### config.mk
export PLATFORM = sky130hd
export DESIGN_NAME = rotary_quad_counter
export DESIGN_NICKNAME = d
export VERILOG_FILES = /design/src/rtl/rotary_pkg.sv /design/src/rtl/rotary_debounce.sv /design/src/rtl/rotary_quad_counter.sv
export SDC_FILE = /design/constraint.sdc
export NUM_CORES = 1
export LEC_CHECK = 0
export BUFFER_PORTS_ARGS = -buffer_cell sky130_fd_sc_hd__buf_2
export CAP_MARGIN = 20
export CORE_AREA = 2 2 102 104
export DETAILED_ROUTE_END_ITERATION = 6
export DIE_AREA = 0 0 104 106
export PLACE_DENSITY = 0.65
export SKIP_LAST_GASP = 1
export SYNTH_ARGS = -nofsm -noshare
export SYNTH_HDL_FRONTEND = slang
export SYNTH_SLANG_ARGS = --single-unit
### constraint.sdc
create_clock -name clk_clk -period 8.78 [get_ports clk_clk]
set_clock_uncertainty 0.15 [all_clocks]
set_input_delay 1.756 -clock clk_clk [delete_from_list [all_inputs] [get_ports clk_clk]]
set_output_delay 1.756 -clock clk_clk [all_outputs]
set_load 0.005 [all_outputs]
### src/rtl/rotary_pkg.sv
// Shared definitions for the rotary encoder front end.
// Contents: quadrature Gray states, step direction encodings, default
// debounce length, and a helper that maps an AB state to its position
// along the clockwise sequence.
package rotary_pkg;

  // AB levels for the four quadrature states. The clockwise order is
  // 11 -> 01 -> 00 -> 10 -> 11.
  typedef enum logic [1:0] {
    QS_11 = 2'b11,
    QS_01 = 2'b01,
    QS_00 = 2'b00,
    QS_10 = 2'b10
  } quad_state_t;

  localparam logic DIR_UP = 1'b1;
  localparam logic DIR_DN = 1'b0;

  // 1 ms at 50 MHz
  localparam int unsigned DEFAULT_DEBOUNCE_CYCLES = 50000;

  // Position along the clockwise cycle. The difference of two positions,
  // taken modulo 4, is 1 for a CW move, 3 for CCW and 2 for a double change.
  function automatic logic [1:0] quad_pos(input logic [1:0] ab);
    case (ab)
      QS_11:   quad_pos = 2'd0;
      QS_01:   quad_pos = 2'd1;
      QS_00:   quad_pos = 2'd2;
      default: quad_pos = 2'd3;
    endcase
  endfunction

endpackage

### src/rtl/rotary_debounce.sv
// Two-flop synchroniser followed by a stability filter for one
// asynchronous, idle-high input.
// Ports:
//   clk    system clock
//   rst_n  asynchronous active-low reset (filter and synchroniser reset to 1)
//   pin    raw asynchronous input
//   level  filtered level; follows pin once it has held a new value for
//          DEBOUNCE_CYCLES consecutive synchronised samples
module rotary_debounce
  import rotary_pkg::*;
#(
  parameter int unsigned DEBOUNCE_CYCLES = DEFAULT_DEBOUNCE_CYCLES
) (
  input  logic clk,
  input  logic rst_n,
  input  logic pin,
  output logic level
);

  localparam int unsigned CNT_W = $clog2(DEBOUNCE_CYCLES);
  localparam logic [CNT_W-1:0] CNT_LAST = CNT_W'(DEBOUNCE_CYCLES - 1);

  logic             sync1;
  logic             sync2;
  logic [CNT_W-1:0] stable_cnt;

  always_ff @(posedge clk or negedge rst_n) begin
    if (!rst_n) begin
      sync1      <= 1'b1;
      sync2      <= 1'b1;
      stable_cnt <= '0;
      level      <= 1'b1;
    end else begin
      sync1 <= pin;
      sync2 <= sync1;
      // Counts only while the synchronised value disagrees with the filtered
      // one; any return to agreement restarts the wait.
      if (sync2 == level) begin
        stable_cnt <= '0;
      end else if (stable_cnt == CNT_LAST) begin
        stable_cnt <= '0;
        level      <= sync2;
      end else begin
        stable_cnt <= stable_cnt + CNT_W'(1);
      end
    end
  end

endmodule

### src/rtl/rotary_quad_counter.sv
// Rotary encoder front end: debounces the A/B channels and push switch,
// decodes quadrature transitions into detent steps, and keeps an up/down
// position count for the seven-segment display path.
// Ports:
//   clk_clk        system clock
//   reset_reset_n  asynchronous active-low reset
//   rot_a, rot_b   encoder channels, asynchronous, idle high
//   rot_sw_n       push switch, asynchronous, active low
//   count_export   position count
//   step_pulse     one-cycle strobe per detent step
//   step_dir       direction of the last step (1 = up/CW)
//   clear_pulse    one-cycle strobe when the switch clears the count
//   quad_err       sticky illegal-transition flag
module rotary_quad_counter
  import rotary_pkg::*;
#(
  parameter int unsigned DEBOUNCE_CYCLES  = DEFAULT_DEBOUNCE_CYCLES,
  parameter int unsigned COUNT_WIDTH      = 8,
  parameter int unsigned STEPS_PER_DETENT = 4,
  parameter bit          WRAP             = 1'b1
) (
  input  logic                   clk_clk,
  input  logic                   reset_reset_n,
  input  logic                   rot_a,
  input  logic                   rot_b,
  input  logic                   rot_sw_n,
  output logic [COUNT_WIDTH-1:0] count_export,
  output logic                   step_pulse,
  output logic                   step_dir,
  output logic                   clear_pulse,
  output logic                   quad_err
);

  localparam logic signed [3:0] ACC_MAX = $signed(4'(STEPS_PER_DETENT));
  localparam logic signed [3:0] ACC_MIN = -ACC_MAX;

  logic filt_a;
  logic filt_b;
  logic filt_sw;

  rotary_debounce #(.DEBOUNCE_CYCLES(DEBOUNCE_CYCLES)) u_deb_a (
    .clk(clk_clk), .rst_n(reset_reset_n), .pin(rot_a), .level(filt_a)
  );
  rotary_debounce #(.DEBOUNCE_CYCLES(DEBOUNCE_CYCLES)) u_deb_b (
    .clk(clk_clk), .rst_n(reset_reset_n), .pin(rot_b), .level(filt_b)
  );
  rotary_debounce #(.DEBOUNCE_CYCLES(DEBOUNCE_CYCLES)) u_deb_sw (
    .clk(clk_clk), .rst_n(reset_reset_n), .pin(rot_sw_n), .level(filt_sw)
  );

  logic [1:0]             prev_ab;
  logic                   sw_prev;
  logic signed [3:0]      acc;

  logic [1:0]             cur_ab;
  logic [1:0]             move;
  logic                   clear_now;
  logic signed [3:0]      delta;
  logic signed [3:0]      acc_sum;
  logic signed [3:0]      acc_next;
  logic [COUNT_WIDTH-1:0] count_next;
  logic                   step_next;
  logic                   dir_next;
  logic                   err_next;

  always_comb begin
    cur_ab     = {filt_a, filt_b};
    move       = quad_pos(cur_ab) - quad_pos(prev_ab);
    clear_now  = sw_prev & ~filt_sw;
    delta      = '0;
    acc_next   = acc;
    count_next = count_export;
    step_next  = 1'b0;
    dir_next   = step_dir;
    err_next   = quad_err;

    case (move)
      2'd1:    delta = 4'sd1;
      2'd3:    delta = -4'sd1;
      2'd2:    err_next = 1'b1;
      default: ;
    endcase

    acc_sum = acc + delta;
    if (acc_sum == ACC_MAX) begin
      acc_next  = '0;
      step_next = 1'b1;
      dir_next  = DIR_UP;
      if (WRAP || count_export != '1) count_next = count_export + COUNT_WIDTH'(1);
    end else if (acc_sum == ACC_MIN) begin
      acc_next  = '0;
      step_next = 1'b1;
      dir_next  = DIR_DN;
      if (WRAP || count_export != '0) count_next = count_export - COUNT_WIDTH'(1);
    end else begin
      acc_next = acc_sum;
    end

    // A clear on the same cycle as a step swallows the step entirely.
    if (clear_now) begin
      acc_next   = '0;
      count_next = '0;
      step_next  = 1'b0;
      dir_next   = step_dir;
    end
  end

  always_ff @(posedge clk_clk or negedge reset_reset_n) begin
    if (!reset_reset_n) begin
      prev_ab      <= QS_11;
      sw_prev      <= 1'b1;
      acc          <= '0;
      count_export <= '0;
      step_pulse   <= 1'b0;
      step_dir     <= 1'b0;
      clear_pulse  <= 1'b0;
      quad_err     <= 1'b0;
    end else begin
      prev_ab      <= cur_ab;
      sw_prev      <= filt_sw;
      acc          <= acc_next;
      count_export <= count_next;
      step_pulse   <= step_next;
      step_dir     <= dir_next;
      clear_pulse  <= clear_now;
      quad_err     <= err_next;
    end
  end

endmodule
Yosys cells after proc, flatten, opt, wreduce, memory -nomap -nowiden
Cells that the tools add are included.

Output and inout bits: 12. Input bits: 5. Flip-flop bits (word level): 76. Logic and storage cells: 76.

Muxes and demuxes: 20. $add $sub $neg: 7. Equal/unequal tests: 15. Bitwise logic cells: 6. Reductions and logical operators: 8.

Operator list (number): $mux 16 (6); $add 16x1->16 const B (3); $eq 16x16->1 const B (3); $mux 8 (3); $mux 4 (3); $pmux 2 s3 (2); $add 8x1->8 const B (1); $eq 2x2->1 const B (4); $pmux 4 s2 (1); $reduce_and 2->1 (4); $sub 8x1->8 const B (1); $eq 2x1->1 const B (3); $mux 1 (5); $not 1->1 (5); $add 4x4->4 (1); $eq 4x3->1 const B (1); $eq 4x4->1 const B (1); $logic_not 2->1 (2); $eq 1x1->1 (3); $reduce_bool 3->1 (1); $reduce_bool 2->1 (1); $sub 2x2->2 (1); $and 1x1->1 (1).

Depth between registers and ports, before layout
Depth in word-level cells: 10. Gate-level depth with buffers: 20. Gate-level depth less buffers: 20.

Hierarchy
Synthesis repeated with hierarchy kept, for this count alone.

Cell total of the unflattened synthesis: 367. Area total of the unflattened synthesis: 3952.5 um2.

By module, submodules not included: rotary_debounce at u_deb_a ... (sequential area each 479.2 um2, area each 899.6 um2, cells each 84, instances 2); rotary_quad_counter (sequential area each 479.2 um2, area each 1238.7 um2, cells each 113, instances 1); rotary_debounce at u_deb_b (sequential area each 479.2 um2, area each 914.6 um2, cells each 86, instances 1).

Worst setup path before layout
No wires, ideal clock.

Kind: register to register. Start point: reg u_deb_a.level. End point: reg count_export[7]. Stages on the path, launching flop included: 20. Arrival: 4.603 ns. Setup slack: 3.947 ns. Required time: 8.551 ns. Buffers on the path: 0. Path through: dfstp_2 inv_1 ha_1 inv_1 ha_1 xnor3_1 nor2_1 ha_1 a31o_1 or2_2 a2bb2oi_1 or2_2 nor2b_1 inv_2 ha_1 or4_1 o22a_1 or3_1 a21oi_2 mux2i_1.

Word-level cells in the longest chain between the ends: 9. Elaborated cells between the ends (all ways): 14. Those cells by class: add/sub (2); eq/ne (6); mux (4); reduce/logical (2).

RTL lines: start: declaration (line rotary_debounce.sv:17) `output logic level`; start signal: assignment (line rotary_debounce.sv:42) `level <= sync2;`; $eq 2x1->1, or another cell as far along (line rotary_pkg.sv:25) `case (ab)`; $pmux 2 s3 * (line rotary_pkg.sv:25); $sub 2x2->2 * (line rotary_quad_counter.sv:68) `move = quad_pos(cur_ab) - quad_pos(prev_ab);`; $eq 2x2->1 / $eq 2x1->1 (equally long branches) (line rotary_quad_counter.sv:77) `case (move)`; $pmux 4 s2 * (line rotary_quad_counter.sv:77); $add 4x4->4 * (line rotary_quad_counter.sv:84) `acc_sum = acc + delta;`; $eq 4x4->1 (line rotary_quad_counter.sv:85) `if (acc_sum == ACC_MAX) begin`; $mux 8 (line rotary_quad_counter.sv:85); $mux 8 (line rotary_quad_counter.sv:100) `if (clear_now) begin`; end signal: assignment (line rotary_quad_counter.sv:122) `count_export <= count_next;`; end: declaration (line rotary_quad_counter.sv:27) `output logic [COUNT_WIDTH-1:0] count_export,`.

Mark *: on every way between the ends. The rest lies on a longest branch, timed or not. A chain may end at the register's enable or synchronous reset.

Final worst setup path
Same ends and word-level chain as after synthesis.

==> reports/summary.txt <==
Status: completed
Reg2Reg Setup Slack: 3.58 ns
Crit Path Max Fanout: 6
Post-CTS setup buffer count: 0
Final Hold Fails: 0
Initial antenna violation count: 0
Seq/Total Area, Yosys: 49.9%
DR pass1 iterations: 4
H-Tree Depth: 3
HPWL after DPL: 4.63 mm
Post-layout min period: 5.20 ns
Critical path type: flop to flop
Post-route DRC: 0
Unrepaired setup endpoints after global routing: no
Synth top area share: 41.7%
# resized after CTS: 0
Tot Pwr: 706 uW
Mapped Avg Cell Area: 10.4 um^2
Worst Path Arrival: 5.33 ns
Top cell type by total area after synthesis: dfrtp_1
Crit end category: flop
IO Port Bufs: 16
Clock sink total: 76
Area delta synth->final: 12.7%
Final Slew Violations: 0
Asr flop ratio synth: 100%
PwrDens: 163 mW/mm^2
Slew headroom: 37.1%
Number of synthesized flops with an enable pin: 0
Layout Nets: 414
Global-route wire length before repair: 12.3 mm
Via count: 2605
Maxcap violations: 0
Share of cells above drive strength 1: 15.2%
Clk pwr share: 46.8%
Worst-path clk slew: 0.08 ns
Syn Nets: 391
Worst r2r path cells: 19
Initial DRC Count: 59
GRT overflow: 0
Worst Tran Pin Value: 0.943 ns
Final Cycle Share: 59.2%
Hold crit path type: flop to flop
Die X: 104 um
Die Area: 0.0110 mm^2
FF+latch count, synth: 76
Warnings, synthesis: 0
Net Switching: 142 uW
Req. time, crit path: 8.92 ns
Largest net degree at the start of global routing: 77
Root Driver: clkbuf_8
Setup violators final: 0
Setup TNS: 0 ns
Nature of the critical path startpoint: flop
Post-route ant nets: 0
Comb power frac: 2.3%
Worst hold endpoint: u_deb_a.sync2
Core Footprint: 0.0100 mm^2
CTS max path bufs: 2
Hold Path Depth: 0
Mapped Cells: 368
R2R Path Start: u_deb_a.level
Hold_sp: u_deb_a.sync1
Top FF cell, synth: dfrtp_1
R2r endpoint: count_export[7]
Final wirelength: 6.74 mm
Reg power frac: 50.9%
Pleak: 0.00198 uW
Max Clk Rate: 192 MHz
I/O Pins: 17
Hold buffer count at cts: 0
Clock Latency Late Sink: 0.36 ns
Synth unique cells: 54
Top area cells in the synthesized netlist: dfrtp_1, dfstp_2, nor2_1, xor2_1, ha_1
WL per Instance: 12.7 um
Sw frac: 20.2%
Diodes inserted: 0
CTS Buf Count: 9
Num rows: 37
Routability Congestion: 0.824
Initial Utilization: 38.4%
Die Height: 106 um
Internal: 564 uW
GRT Resource Usage Total: 13.9%
Avg Vias per Cell: 4.90
Mapped Area: 0.00384 mm^2
Peak VDD IR: 0.0000833 V
Number of global-route vias before repair: 2711
Commonest cells in the netlist: dfrtp_1, nor2_1, xor2_1, nand2_1, xnor2_1
CTS tree: yes
==> final cells by class <==
cell class / instances / area, um^2
fill: 974 / 5670
sequential: 76 / 1920
multi-input combinational: 270 / 1840
tap: 136 / 170
clock buffer: 12 / 155
clock inverter: 4 / 95.1
timing repair buffer: 16 / 82.6
inverter: 18 / 67.6
==> through the flow <==
step                setup slack, ns  util, %  instances  hold slack (ns)  instance area [um^2]
detailed placement             3.62     40.8        516            0.201                  4080
global placement               3.74     40.8        516            0.197                  4080
global route                   3.19     43.3        532            0.216                  4330
finish                         3.58     43.3        532            0.208                  4330
CTS                            3.58     43.3        532            0.211                  4330
floorplan                      3.95        -        368            0.195                  3840
==> sequential cells by signal, summed over array words and instances (netlist names), 2 cells and up <==
register	count
u_deb_sw.stable_cnt	16
prev_ab	2
count_export	8
u_deb_b.stable_cnt	16
u_deb_a.stable_cnt	16
acc	4
==> power groups by stage <==
| stage | Clock [uW] | Sequential [uW] | Combinational, uW |
|---|---|---|---|
| after floorplan | 0 | 365 | 7.43 |
| after global placement | 0 | 366 | 16.8 |
| after detailed placement | 0 | 366 | 17.1 |
| after CTS | 342 | 359 | 17.3 |
| after global routing | 360 | 360 | 19.9 |
| final | 331 | 359 | 16.3 |
==> metal layers <==
| layer | wire length, um | GRT usage [%] |
|---|---|---|
| met5 | 0 | 0 |
| met4 | 200 | 8.88 |
| met3 | 123 | 2.39 |
| met2 | 3240 | 22.0 |
| met1 | 3180 | 17.7 |
==> cells in the final DEF, fill, tap and decap left out, drive strengths merged, types with 16 or more instances in the layout <==
cell	count
xor2	26
xnor2	22
nor2	64
nand2	24
dfrtp	64
nand3	16
buf	16
ha	17
and3	17
inv	17
==> worst max path at each step <==
stage	from	to	slack [ns]	cells after the start
2_1_floorplan	u_deb_a.level	count_export[7]	3.95	19
3_3_place_gp	u_deb_a.level	count_export[7]	3.74	19
3_5_place_dp	u_deb_b.level	count_export[7]	3.62	19
4_1_cts	u_deb_b.level	count_export[7]	3.58	19
5_1_grt	u_deb_b.level	count_export[7]	3.19	20
6_report	u_deb_a.level	count_export[7]	3.58	19
==> cells by family (layout without fill, tap and decap cells) <==
logic type / count (synthesis) / after routing / synth area share (%)
multiplexers: 9 / 9 / 2.57
adder cells (fa/ha/maj): 18 / 18 / 6.06
AO/OA/AOI/OAI: 28 / 28 / 5.93
AND/OR/NAND/NOR: 166 / 166 / 21.9
flip-flops: 76 / 76 / 49.9
buffers and inverters: 22 / 50 / 2.15
XOR/XNOR: 49 / 49 / 11.5
==> worst max-delay path: stages (launching register included) <==
cell,delay (ns)
dfstp_2,0.57
inv_1,0.05
ha_1,0.28
inv_1,0.06
ha_1,0.18
xnor3_1,0.47
nor2_1,0.20
ha_1,0.32
a31o_1,0.24
or2_2,0.27
a2bb2oi_1,0.18
or2_2,0.17
nor2b_1,0.23
inv_2,0.11
ha_1,0.24
or4_1,0.52
o22a_1,0.21
or3_1,0.33
a21oi_2,0.16
mux2i_1,0.19
No activity file was read; power rests on OpenSTA's default activity.
